File: config.mk
export PLATFORM = sky130hd
export DESIGN_NAME = dec_scan_ctrl
export DESIGN_NICKNAME = d
export VERILOG_FILES = /design/src/rtl/dec_scan_ctrl.sv
export SDC_FILE = /design/constraint.sdc
export NUM_CORES = 1
export LEC_CHECK = 0
export CAP_MARGIN = 20
export CORE_AREA = 2 2 56 111
export CTS_CLUSTER_DIAMETER = 40
export CTS_CLUSTER_SIZE = 24
export DETAILED_ROUTE_END_ITERATION = 10
export DIE_AREA = 0 0 58 113
export DONT_BUFFER_PORTS = 1
export RECOVER_POWER = 25
export SLEW_MARGIN = 20
export SYNTH_ARGS = -nofsm -noshare
export SYNTH_HDL_FRONTEND = slang
export SYNTH_SLANG_ARGS = --single-unit
File: constraint.sdc
create_clock -name clk -period 3.5 [get_ports clk]
set_input_delay 0.35 -clock clk [delete_from_list [all_inputs] [get_ports clk]]
set_output_delay 0.35 -clock clk [all_outputs]
set_load 0.05 [all_outputs]
File: src/rtl/dec_scan_ctrl.sv
// Scan sequencer feeding a 4-to-16 decoder: walks sel through the channels, holding each unmasked one for DWELL cycles.
// Optional macro DEC_SCAN_DIR_EN adds a dir input that selects a descending scan order.
module dec_scan_ctrl #(
  parameter int DWELL = 4,
  parameter int CNT_W = 8
) (
  input  logic        clk,
  input  logic        rst,
  input  logic        start,
  input  logic        cont,
  input  logic        stop,
  input  logic [15:0] mask,
`ifdef DEC_SCAN_DIR_EN
  input  logic        dir,
`endif
  output logic [3:0]  sel,
  output logic        en,
  output logic        busy,
  output logic        done
);

  // The NEXT step is folded into the last HOLD cycle of each channel, so only two states are stored.
  typedef enum logic {IDLE, HOLD} state_t;

  localparam logic [CNT_W-1:0] LOAD = CNT_W'(DWELL - 1);

  state_t           state_q, state_d;
  logic [3:0]       sel_q, sel_d;
  logic             en_q, en_d;
  logic             busy_q, busy_d;
  logic             done_q, done_d;
  logic [CNT_W-1:0] cnt_q, cnt_d;
  logic [15:0]      mask_q, mask_d;
  logic             cont_q, cont_d;

  logic [3:0] first_sel;
  logic [3:0] last_sel;
  logic [3:0] step_sel;

`ifdef DEC_SCAN_DIR_EN
  logic dir_q, dir_d;

  assign first_sel = dir ? 4'hF : 4'h0;
  assign last_sel  = dir_q ? 4'h0 : 4'hF;
  assign step_sel  = dir_q ? sel_q - 4'd1 : sel_q + 4'd1;
`else
  assign first_sel = 4'h0;
  assign last_sel  = 4'hF;
  assign step_sel  = sel_q + 4'd1;
`endif

  always_comb begin
    // NOTE: every next-state value gets a default first, so no path through the case can infer a latch.
    state_d = state_q;
    sel_d   = sel_q;
    en_d    = en_q;
    busy_d  = busy_q;
    done_d  = 1'b0;
    cnt_d   = cnt_q;
    mask_d  = mask_q;
    cont_d  = cont_q;
`ifdef DEC_SCAN_DIR_EN
    dir_d   = dir_q;
`endif

    unique case (state_q)
      IDLE: begin
        en_d   = 1'b0;
        busy_d = 1'b0;
        if (start) begin
          mask_d  = mask;
          cont_d  = cont;
`ifdef DEC_SCAN_DIR_EN
          dir_d   = dir;
`endif
          sel_d   = first_sel;
          en_d    = mask[first_sel];
          cnt_d   = mask[first_sel] ? LOAD : '0;
          busy_d  = 1'b1;
          state_d = HOLD;
        end
      end

      HOLD: begin
        if (cnt_q != '0) begin
          cnt_d = cnt_q - CNT_W'(1);
        end else if (sel_q == last_sel && (!cont_q || stop)) begin
          state_d = IDLE;
          busy_d  = 1'b0;
          en_d    = 1'b0;
          done_d  = 1'b1;
        end else begin
          // Wrap at the pass boundary falls out of the 4-bit step arithmetic.
          sel_d = step_sel;
          en_d  = mask_q[step_sel];
          cnt_d = mask_q[step_sel] ? LOAD : '0;
        end
      end

      default: state_d = IDLE;
    endcase
  end

  // NOTE: sequential state uses non-blocking assignments so every flop samples pre-edge values.
  always_ff @(posedge clk or posedge rst) begin
    if (rst) begin
      state_q <= IDLE;
      sel_q   <= 4'h0;
      en_q    <= 1'b0;
      busy_q  <= 1'b0;
      done_q  <= 1'b0;
      cnt_q   <= '0;
      mask_q  <= '0;
      cont_q  <= 1'b0;
`ifdef DEC_SCAN_DIR_EN
      dir_q   <= 1'b0;
`endif
    end else begin
      state_q <= state_d;
      sel_q   <= sel_d;
      en_q    <= en_d;
      busy_q  <= busy_d;
      done_q  <= done_d;
      cnt_q   <= cnt_d;
      mask_q  <= mask_d;
      cont_q  <= cont_d;
`ifdef DEC_SCAN_DIR_EN
      dir_q   <= dir_d;
`endif
    end
  end

  assign sel  = sel_q;
  assign en   = en_q;
  assign busy = busy_q;
  assign done = done_q;

endmodule

==> results by group, run 1 <==
Pwr
  • Power share of the clock group: 30.4%
  • Maximum vdd drop: 0.0005963 V
  • Psw: 571.6 µW
  • Switching Share: 34.19%
  • Logic pwr share: 29.3%
  • Pleak: 0.0008588 µW
  • P per Cell Area: between 900 and 1000 nW/µm²
  • Flop pwr share: 40.3%
  • Int Pwr: around 1100 µW

Synth
  • Synth Area in Compound Gates: 9.183%
  • Largest family of logic cells by synthesized area: simple AND/OR/NAND/NOR gates
  • Post-synthesis cell count: 166
  • Syn Nets: 189
  • EDFF count, synth: 0
  • Ys flop type: dfrtp_1
  • Synthesized area per cell: a little under 10 µm²
  • Multiplexer area fraction after synthesis: 8.949%
  • Synth Area in Adders: ~1.6%
  • Netlist cell types: 34
  • Async SR Flop Fraction: 100.0%
  • Sequential fraction of the synthesis area: between 50% and 60%
  • Netlist area before placement: 1608 µm²
  • Synth Area in XOR/XNOR: 2.179%
  • FF+latch count, synth: 33
  • Ys Warns: 0
  • Simple-gate share of the synthesized area: roughly 23%

Clocking
  • Clock Sinks: 33
  • # resized after CTS: 0
  • CTS Root Cell: clkbuf_16
  • Worst skew pair latency: 0.28 ns
  • CTS tree: yes
  • TritonCTS buffer count: 5
  • H-Tree Level Count: 2
  • Post-CTS Setup Inserts: 0
  • # hold bufs at CTS: 0
  • Clk buf depth: 2
  • Clock-pin slew on the worst setup and hold paths: 0.06 ns

STA
  • Final Slew Violations: 34
  • Final hold violations: 0
  • Period utilisation layout: between 70 and 80%
  • Rel. slew slack: -18.39%
  • Worst-Margin Slew: around 1.8 ns
  • Post-layout min period: 2.525 ns
  • FMAX: 396.0 MHz
  • Unrepaired setup endpoints after global routing: no
  • Setup TNS: 0 ns
  • Worst Skew: 0.007512 ns
  • Worst hold slack: 0.1766 ns
  • Final setup fails: 0

Floorplan
  • Row count: 39
  • Core area: 5660 µm²
  • Initial Utilization: 28.40%
  • Ports: 28
  • DIE WIDTH: 58 µm
  • Die height: about 110 µm
  • Die ar.: 6554 µm²

Place
  • Input/output buffers: 0
  • Final HPWL DP: around 2.6 mm
  • Placer congestion estimate: 0.8067

GRT
  • Gr usage total: 12.28%
  • Grt ovf: 0
  • First-pass GRT wire length: between 5 and 6 mm
  • Vias in the first global route: about 1200
  • Initial antenna violation count: 0
  • Largest net degree at the start of global routing: 34

Worst setup path
  • Worst Path Max Fanout: 5
  • Critical-path cell list: ha_1 -> mux4_1 -> mux4_2 -> o221ai_2 -> o21ai_1
  • Crit path largest cell delay: 0.58 ns
  • CP required: 3.65 ns
  • CP max stage cell: dfrtp_1
  • Startpoint types: flip-flop
  • CP Class: flip-flop to flip-flop
  • Crit. End Element: flip-flop
  • Arr. time, crit path: 2.68 ns

Route
  • DRT Pass-1 Iters: 4
  • Final WL: between 3 and 4 mm
  • ANT nets after route: 0
  • Remaining DRCs: 0
  • Post-DR wirelength/cell: 15.18 µm
  • DRT iter0 DRCs: 19
  • Via count: 1177
  • Via/cell ratio: slightly above 5

Cells and area
  • Share of layout cells above drive strength 1: 8.824%
  • Ant. Diodes: 0
  • # nets final: 192
  • Area grow syn2layout: 14.48%

Worst hold path
  • Worst Hold Class: input pin to flip-flop

Run status
  • Status: finished, violations left
  • Failing checks: max-capacitance violations, max-slew violations

Flow run
  • Max-Cap Viols: 1
==> logic make-up (layout without fill, tap and decap cells) <==
family | after synthesis | in the layout
AO/OA/AOI/OAI | 23 | 23
XOR/XNOR | 4 | 4
adder cells (fa/ha/maj) | 2 | 2
buffers and inverters | 15 | 19
flip-flops | 33 | 33
multiplexers | 7 | 7
AND/OR/NAND/NOR | 82 | 82
==> synthesized netlist by cell type (2+ instances only) <==
master    number  share of area, %
ha_1           2               1.6
inv_1          8               1.9
o21ai_0        9               2.8
o31ai_1        2              0.93
xnor2_1        2               1.1
o211ai_1       2              0.93
mux4_1         3               4.9
dfrtp_1       33                51
mux4_2         2               2.8
xor2_1         2               1.1
nor2b_1        2              0.78
clkbuf_1       5               1.2
nand2_1       56                13
nand4_1        2              0.78
a21oi_1        4               1.2
mux2i_1        2               1.2
nor3_1         3              0.93
nor2_1         5               1.2
or3_1          2              0.78
nand3_1        6               1.9
==> critical path, delay by kind of cell (launching register included) <==
| kind | cells | cell delay [ns] |
|---|---|---|
| multiplexers | 2 | 1.08 |
| AO/OA/AOI/OAI | 2 | 0.22 |
| adder cells (fa/ha/maj) | 1 | 0.52 |
| flip-flops | 1 | 0.58 |
==> worst paths after layout <==
path / startpoint / to / slack [ns] / cells past startpoint
setup / recovery: sel[1] / cnt_q[0] / 0.98 / 5
hold / removal: mask[14] / mask_q[14] / 0.18 / 2
setup reg to reg: sel[1] / cnt_q[0] / 0.98 / 5
hold reg to reg: mask_q[8] / mask_q[8] / 0.47 / 2
max in group asynchronous: rst / done / 1.88 / 2
min in group asynchronous: rst / busy / 0.59 / 2
==> area by class of cell <==
type / count / area, µm²
tap: 61 / 76.32
inverter: 8 / 30.03
clock buffer: 7 / 142.6
multi-input combinational: 118 / 716.9
timing repair buffer: 3 / 18.77
clock inverter: 1 / 30.03
sequential: 33 / 825.8
fill: 586 / 3820
==> routing by layer <==
metal	part of all wire, %	up-vias	global-route usage (%)
met4	3.2	0	6.357
met3	5.6	11	4.114
met5	0	-	0
met1	35	570	12.30
met2	56	26	21.67
li1	-	570	-
==> cell usage in the layout, fill, tap and decap left out, types with 3 or more instances in the layout <==
master,n
nor3_1,3
dfrtp_1,33
a21oi_1,4
inv_1,8
nand3_1,6
mux4_1,3
nand2_1,56
o21ai_0,9
nor2_1,5
clkbuf_16,5
==> power groups by stage <==
stage | Combinational [µW] | Clock (µW) | Sequential [µW]
2_1_floorplan | 406 | 0 | 663
3_3_place_gp | 483 | 0 | 681
3_5_place_dp | 500 | 0 | 685
4_1_cts | 502 | 516 | 678
5_1_grt | 555 | 535 | 697
6_report | 490 | 509 | 673
==> through the flow <==
step | area (µm²) | setup slack, ns | std cells | utilization (%) | power [µW]
after floorplan | 1608 | 1.097 | 166 | - | 1068
after global placement | 1672 | 1.015 | 223 | 29.53 | 1165
after detailed placement | 1672 | 0.9484 | 223 | 29.53 | 1184
after CTS | 1844 | 0.9515 | 231 | 32.58 | 1696
after global routing | 1841 | 0.8680 | 231 | 32.52 | 1786
final | 1841 | 0.9750 | 231 | 32.52 | 1672
==> sequential cells by signal, summed over array words and instances (netlist names) <==
signal and flops:
sel 4, busy 1, cont_q 1, state_q 1, en 1, mask_q 16
cnt_q 8, done 1
Note: power is estimated with default switching activity, not from simulation.
==> inputs of run 2 (changes only) <==
- clock period: 3.5 -> 2.6 ns (I/O delays scaled with it)
==> run 2 against run 1 <==
The flow now finishes without violations. Sequential power up 29%. Fmax up 11%. Setup slack worse by 0.65 ns. Die area unchanged. Sequential cell count unchanged. Global-route usage up 0.14 points. Combinational power up 48%. Design area about the same. First-iteration DRC count up 26%. Clock power up 6.7%. Critical path depth unchanged. Non-clock buffer count up 5. Critical endpoint unchanged. Largest cell class unchanged. Highest routed layer unchanged.
==> results by group, run 2 (synthesis gave the netlist of run 1 again) <==
STA
  • Worst Skew: 0.004967 ns
  • FMAX: 439.4 MHz
  • Worst-Margin Slew: 0.8504 ns
  • Rel. slew slack: ~43%
  • Post-layout min period: 2.276 ns
  • Unrepaired setup endpoints after global routing: no
  • Final Slew Violations: 0
  • Setup WS post-layout: 0.3242 ns
  • Final setup fails: 0
  • Final hold violations: 0
  • Period utilisation layout: 87.53%
  • Setup TNS: 0 ns

Cells and area
  • Finished Cell Area: around 1800 µm²
  • Ant. Diodes: 0
  • Final Util: about a third
  • Max FFs per register: 16
  • Most common cell after layout, fill and taps aside: nand2_1
  • Most frequent cells in the layout: 56 x nand2_1, 33 x dfrtp_1, 9 x o21ai_0
  • # nets final: 197
  • Area grow syn2layout: 14.40%
  • Biggest register: mask_q
  • Share of layout cells above drive strength 1: 10.98%

Clocking
  • CTS tree: yes
  • CTS Root Cell: clkbuf_16
  • Clock-pin slew on the worst setup and hold paths: 0.05 ns
  • TritonCTS buffer count: 5
  • Clock Sinks: 33
  • # hold bufs at CTS: 1
  • Clk buf depth: 2
  • H-Tree Level Count: 2
  • Worst skew pair latency: 0.28 ns
  • # resized after CTS: 0
  • Post-CTS Setup Inserts: 0

Route
  • DRT iter0 DRCs: 24
  • Final WL: 3.641 mm
  • Post-DR wirelength/cell: 15.56 µm
  • Via count: 1210
  • Via/cell ratio: 5.171
  • Top routing layer used: met4
  • DRT Pass-1 Iters: 4
  • Wl on met1: 1.205 mm
  • ANT nets after route: 0
  • Remaining DRCs: 0
  • Met3 wire length: approximately 250 µm
  • Met2 wire length: 2.015 mm

GRT
  • Initial antenna violation count: 0
  • First-pass GRT wire length: 6.051 mm
  • Largest net degree at the start of global routing: 34
  • Grt ovf: 0
  • Gr usage total: 12.42%
  • Vias in the first global route: ~1300

Floorplan
  • Core area: between 5000 and 6000 µm²
  • Row count: 39
  • Die height: 113 µm
  • DIE WIDTH: 58 µm
  • Initial Utilization: between 20 and 30%
  • Ports: 28
  • Die ar.: 6554 µm²

Worst setup path
  • Arr. time, crit path: 2.43 ns
  • Crit. End Element: flip-flop
  • CP Class: flip-flop to flip-flop
  • Startpoint types: flip-flop
  • CP required: ~2.8 ns
  • Worst Path Max Fanout: 5

Place
  • Final HPWL DP: 2.682 mm
  • DP Area: approximately 1700 µm²
  • Placer congestion estimate: 0.8925
  • Input/output buffers: 0
  • Pre-CTS setup slack: 0.3026 ns

Run status
  • Status: finished clean

Pwr
  • Pleak: 0.0008678 µW
  • P per Cell Area: 1163 nW/µm²
  • Maximum vdd drop: roughly 0.00065 V

Worst hold path
  • Worst Hold Class: input pin to flip-flop

Flow run
  • Max-Cap Viols: 0
## run 2: critical path: stages (launching register included)
cell and delay [ns]:
dfrtp_1 0.38, ha_1 0.42, mux4_1 0.60, mux4_2 0.52, o221ai_2 0.14, o21ai_1 0.09
## run 2: layout make-up
type	instances	area (µm²)
fill	596	3821
timing repair buffer	8	60.06
clock inverter	1	5.005
multi-input combinational	118	716.9
tap	61	76.32
inverter	8	30.03
clock buffer	5	125.1
sequential	33	825.8
## run 2: path summary, 6_finish.rpt
| kind | start | endpoint | slack (ns) | depth (start not counted) |
|---|---|---|---|---|
| min reg2reg | mask_q[10] | mask_q[10] | 0.46 | 2 |
| min | mask[4] | mask_q[4] | 0.08 | 2 |
| max | sel[1] | cnt_q[0] | 0.32 | 5 |
| max in group asynchronous | rst | cnt_q[2] | 1.38 | 3 |
| min in group asynchronous | rst | busy | 0.68 | 3 |
| max reg2reg | sel[1] | cnt_q[0] | 0.32 | 5 |
## run 2: layer usage
metal / vias up / track usage (%)
li1: 583 / -
met1: 584 / 11.05
met2: 32 / 21.89
met3: 11 / 3.886
met4: 0 / 9.767
met5: - / 0
## run 2: where the power goes
part | internal, µW | leakage, µW | switching (µW)
sequential | 689 | 0.000415 | 181
combinational | 328 | 0.000387 | 398
clock | 341 | 0.0000655 | 201
total | 1360 | 0.000868 | 780
## run 2: metrics by stage
step	hold WS (ns)	power [µW]	std cells
after CTS	0.08329	2169	234
final	0.08350	2139	234
after detailed placement	0.2793	1616	227
after global routing	0.09182	2275	234
after floorplan	0.3654	1438	166
after global placement	0.2751	1603	227
==> inputs of run 3 (changes only) <==
- CTS_CLUSTER_DIAMETER: 40 -> 30
==> results of run 3 <==
The final DEF is identical to that of run 2; final timing and power are the same.
